<file path="config.mk">
export PLATFORM = sky130hd
export DESIGN_NAME = seg7_scan_driver
export DESIGN_NICKNAME = d
export VERILOG_FILES = /design/src/rtl/seg7_scan_driver.sv
export SDC_FILE = /design/constraint.sdc
export NUM_CORES = 1
export LEC_CHECK = 0
export BUFFER_PORTS_ARGS = -buffer_cell sky130_fd_sc_hd__buf_2
export CAP_MARGIN = 25
export CORE_UTILIZATION = 35
export DETAILED_ROUTE_END_ITERATION = 8
export GPL_ROUTABILITY_DRIVEN = 0
export PLACE_DENSITY_LB_ADDON = 0.08
export SLEW_MARGIN = 15
export SYNTH_ARGS = -nofsm -noshare
export SYNTH_HDL_FRONTEND = slang
export SYNTH_SLANG_ARGS = --single-unit
</file>
<file path="constraint.sdc">
create_clock -name clk -period 3.3 [get_ports clk]
set_input_delay 0.99 -clock clk [delete_from_list [all_inputs] [get_ports clk]]
set_output_delay 0.99 -clock clk [all_outputs]
set_load 0.05 [all_outputs]
</file>
<file path="src/rtl/seg7_scan_driver.sv">
// Multiplexed 8-digit hex scan driver for active-low common-anode 7-segment displays.
// Optional macro SEG7_LEADING_ZERO_BLANK_EN blanks leading zero digits (digit 0 always lit).
module seg7_scan_driver #(
  parameter int REFRESH_DIV = 100000
) (
  input  logic        clk,
  input  logic        reset,
  input  logic [31:0] numero_entrada,
  input  logic        power_on,
  output logic [7:0]  ANODO,
  output logic [6:0]  SEG,
  output logic        frame_done
);

  localparam int               CNT_W    = $clog2(REFRESH_DIV);
  localparam logic [CNT_W-1:0] CNT_LAST = CNT_W'(REFRESH_DIV - 1);

  logic [CNT_W-1:0] count_reg;
  logic [2:0]       index_reg;
  logic [31:0]      snapshot_reg;
  logic [7:0]       anodo_reg;
  logic [6:0]       seg_reg;
  logic             frame_done_reg;

  logic             tick;
  logic             frame_end;
  logic [7:0]       digit_lit;
  logic [3:0]       nibble;
  logic [7:0]       anodo_next;
  logic [6:0]       seg_next;

  assign tick      = (count_reg == CNT_LAST);
  assign frame_end = tick && (index_reg == 3'd7);
  assign nibble    = snapshot_reg[{index_reg, 2'b00} +: 4];

  function automatic logic [6:0] hex_decode(input logic [3:0] value);
    logic [6:0] pattern;
    case (value)
      4'h0: pattern = 7'h40;
      4'h1: pattern = 7'h79;
      4'h2: pattern = 7'h24;
      4'h3: pattern = 7'h30;
      4'h4: pattern = 7'h19;
      4'h5: pattern = 7'h12;
      4'h6: pattern = 7'h02;
      4'h7: pattern = 7'h78;
      4'h8: pattern = 7'h00;
      4'h9: pattern = 7'h10;
      4'hA: pattern = 7'h08;
      4'hB: pattern = 7'h03;
      4'hC: pattern = 7'h46;
      4'hD: pattern = 7'h21;
      4'hE: pattern = 7'h06;
      default: pattern = 7'h0E;
    endcase
    return pattern;
  endfunction

  // A digit is lit unless it is a leading zero (only when blanking is compiled in).
  for (genvar gi = 0; gi < 8; gi++) begin : g_lit
`ifdef SEG7_LEADING_ZERO_BLANK_EN
    if (gi == 0) begin : g_first
      assign digit_lit[gi] = 1'b1;
    end else begin : g_upper
      assign digit_lit[gi] = |snapshot_reg[31:4*gi];
    end
`else
    assign digit_lit[gi] = 1'b1;
`endif
  end

  always_comb begin
    anodo_next = 8'hFF;
    seg_next   = 7'h7F;
    if (power_on && digit_lit[index_reg]) begin
      anodo_next[index_reg] = 1'b0;
      seg_next              = hex_decode(nibble);
    end
  end

  always_ff @(posedge clk) begin
    if (reset) begin
      count_reg      <= '0;
      index_reg      <= 3'd0;
      snapshot_reg   <= 32'h0;
      anodo_reg      <= 8'hFF;
      seg_reg        <= 7'h7F;
      frame_done_reg <= 1'b0;
    end else begin
      count_reg <= tick ? '0 : count_reg + 1'b1;
      if (tick) begin
        index_reg <= index_reg + 3'd1;
      end
      // The displayed value only changes at frame boundaries to avoid torn numbers.
      if (frame_end) begin
        snapshot_reg <= numero_entrada;
      end
      frame_done_reg <= frame_end;
      anodo_reg      <= anodo_next;
      seg_reg        <= seg_next;
    end
  end

  assign ANODO      = anodo_reg;
  assign SEG        = seg_reg;
  assign frame_done = frame_done_reg;

endmodule

</file>
==> flow_metrics.tcl <==
set metrics [dict create \
    synthMuxAreaShare 0.0854 \
    synthSimpleGateAreaFrac 0.231 \
    io_buffers 50 \
    placed_area_um2 3340 \
    cts.sinks 68 \
    yosys_warnings 0 \
    avgSynthCellArea_um2 8.98 \
    drive_gt1_frac 0.241 \
    cp_max_fo 8 \
    overflow 0 \
    ys_seq_elements 68 \
    start_util 0.364 \
    netlist-cell-type-count 40 \
    synthFlopType "dfxtp_1" \
    drc 0 \
    critPathKind "flop to flop" \
    drv_cap 0 \
    die_h_um 94.9 \
    layout_min_cycle_time_ns 2.65 \
    holdPathStages 2 \
    synth_top_cell_by_area "dfxtp_1" \
    numCtsBuffers 9 \
    wl_um 6650 \
    drtIter0Drc 46 \
    nNetsFinal 429 \
    rsz0062_at_grt "no" \
    pin_count 51 \
    ctsHtreeMaxLevel 3 \
    worstMarginPinSlew_ns 0.660 \
    cts-hold-fix-buffers 0 \
    area_growth_pct 17.7 \
    clkTransAtPathRegs_ns 0.08 \
    dp_cells 479 \
    synth_compound_area_frac 0.103 \
    finalSetupTns_ns 0 \
    drv_slew 0 \
    clk_latency_ns 0.34 \
    grt_start_max_net_pins 33 \
    synth.yosys.seq_area_share 0.451 \
    grt_pass1_vias 2253 \
    root_buffer "clkbuf_8" \
    p_leak_nw 1.29 \
    crit_required_ns 3.49 \
    ant_nets 0 \
    largest_reg_flops 32 \
    die_w_um 94.9 \
    end_kind "flop" \
    hold_viol_final 0 \
    synth_top_family_by_area "simple AND/OR/NAND/NOR gates" \
    finalSetupViolCount 0 \
    cts_max_path_buffers 2 \
    hpwl_um 4800 \
    synth_edf_count 0 \
    hold_path_class "flop to flop" \
    irDropWorstVdd_mv 0.210 \
    die_area_um2 9000 \
    synth_top_area_share 0.451 \
    yosysMostFrequentCell "nand2_1" \
    via_count 2404 \
    synthXorXnorAreaFrac 0.0464 \
    synth_area_leaders "dfxtp_1 (45%), nand2_1 (9.6%), mux4_2 (4.5%)" \
    synthTopCellsByCount "nand2_1 (77), dfxtp_1 (68), nor2_1 (29)" \
    critPathLaunchType "flop" \
    arrival_ns 2.84 \
    outcome "finished clean" \
    stdcell_area_um2 3550 \
    skew_ns 0.0107 \
    vias_per_cell 4.86 \
    n_antenna_cell 0 \
    fmax_mhz 377 \
    row_count 33 \
    post-cts-setup-buffers 0 \
    synth-adder-area-share 0.0373 \
    cts_resized 0 \
    r2r_cells 8 \
    wire_per_inst_um 13.4 \
    antenna_found_initial 0 \
    synthArstFlopShare 0 \
    p_per_area_nw_per_um2 464 \
    instances_no_fill 495 \
    first_pass_iters 4 \
    cts_tree "yes" \
    fin_crit_sh 0.804 \
    syn-num-nets 380 \
    grt_pass1_wl_um 11200 \
    track_usage 0.163 \
    syn_area_um2 3020 \
    synthCells 336 \
    core_area_um2 8300 \
    max-slew-margin-rel 0.556 \
]
-- routing by layer --
| layer | routed length, µm | track usage | up-vias |
|---|---|---|---|
| met2 | 3090 | 0.252 | 43 |
| met4 | 90 | 0.0568 | 0 |
| li1 | - | - | 1240 |
| met3 | 238 | 0.0419 | 8 |
| met5 | 0 | 0 | - |
| met1 | 3230 | 0.220 | 1113 |
-- placed cells by master (no fill, tap or decap), drive strengths merged, types with 3 or more instances in the layout --
cell type / synthesis / final
nand2: 77 / 77
or4: 3 / 3
nor3: 3 / 3
nor2: 30 / 30
buf: 9 / 56
inv: 8 / 8
nand4: 3 / 3
nor4: 5 / 5
o221ai: 4 / 4
a21oi: 34 / 34
mux4: 6 / 6
nor2b: 5 / 5
xnor2: 8 / 8
mux2i: 10 / 10
o21ai: 3 / 3
nand2b: 3 / 3
clkbuf: 9 / 10
xor2: 8 / 8
dfxtp: 68 / 68
ha: 9 / 9
nand3: 13 / 13
-- where the power goes --
group	switching (mW)	leakage, nW	internal (mW)
Sequential	0.00395	0.551	0.828
Clock	0.322	0.102	0.426
Combinational	0.0435	0.639	0.0245
-- path summary, 6_finish.rpt --
kind / startpoint / end / slack, ns
max: index_reg[0]$_SDFFE_PP0N_ / SEG[3]$_SDFF_PP1_ / 0.65
min: snapshot_reg[3]$_SDFFE_PP0P_ / snapshot_reg[3]$_SDFFE_PP0P_ / 0.45
max reg2reg: index_reg[0]$_SDFFE_PP0N_ / SEG[3]$_SDFF_PP1_ / 0.65
min reg2reg: snapshot_reg[3]$_SDFFE_PP0P_ / snapshot_reg[3]$_SDFFE_PP0P_ / 0.45
-- metrics by stage --
stage	hold slack (ns)	power, mW	setup slack [ns]	utilization
finish	0.450	1.65	0.646	0.428
global route	0.481	1.72	0.268	0.428
CTS	0.455	1.67	0.612	0.428
detailed placement	0.444	0.920	0.645	0.402
global placement	0.443	0.919	0.732	0.402
floorplan	0.428	0.891	0.807	-
-- logic make-up after synthesis --
| group | Yosys count |
|---|---|
| XOR/XNOR | 16 |
| flip-flops | 68 |
| AO/OA/AOI/OAI | 48 |
| adder cells (fa/ha/maj) | 9 |
| buffers and inverters | 26 |
| AND/OR/NAND/NOR | 151 |
| multiplexers | 18 |
-- critical path: stages, from the launching register on --
cell       delay, ns
dfxtp_1         0.58
mux4_2          0.57
mux2i_1         0.39
inv_1           0.16
ha_1            0.21
inv_1           0.07
a21oi_1         0.04
a2111oi_0       0.42
a31oi_1         0.07
-- layout make-up --
class                   instances  area, µm²
clock inverters                 6       88.8
clock buffers                  10        128
repair buffers                 56        295
inverters                       8       30.0
flip-flops and latches         68       1360
multi-input cells             242       1520
fillers                       852       4750
well taps                     105        131
Note: power is estimated with default switching activity, not from simulation.
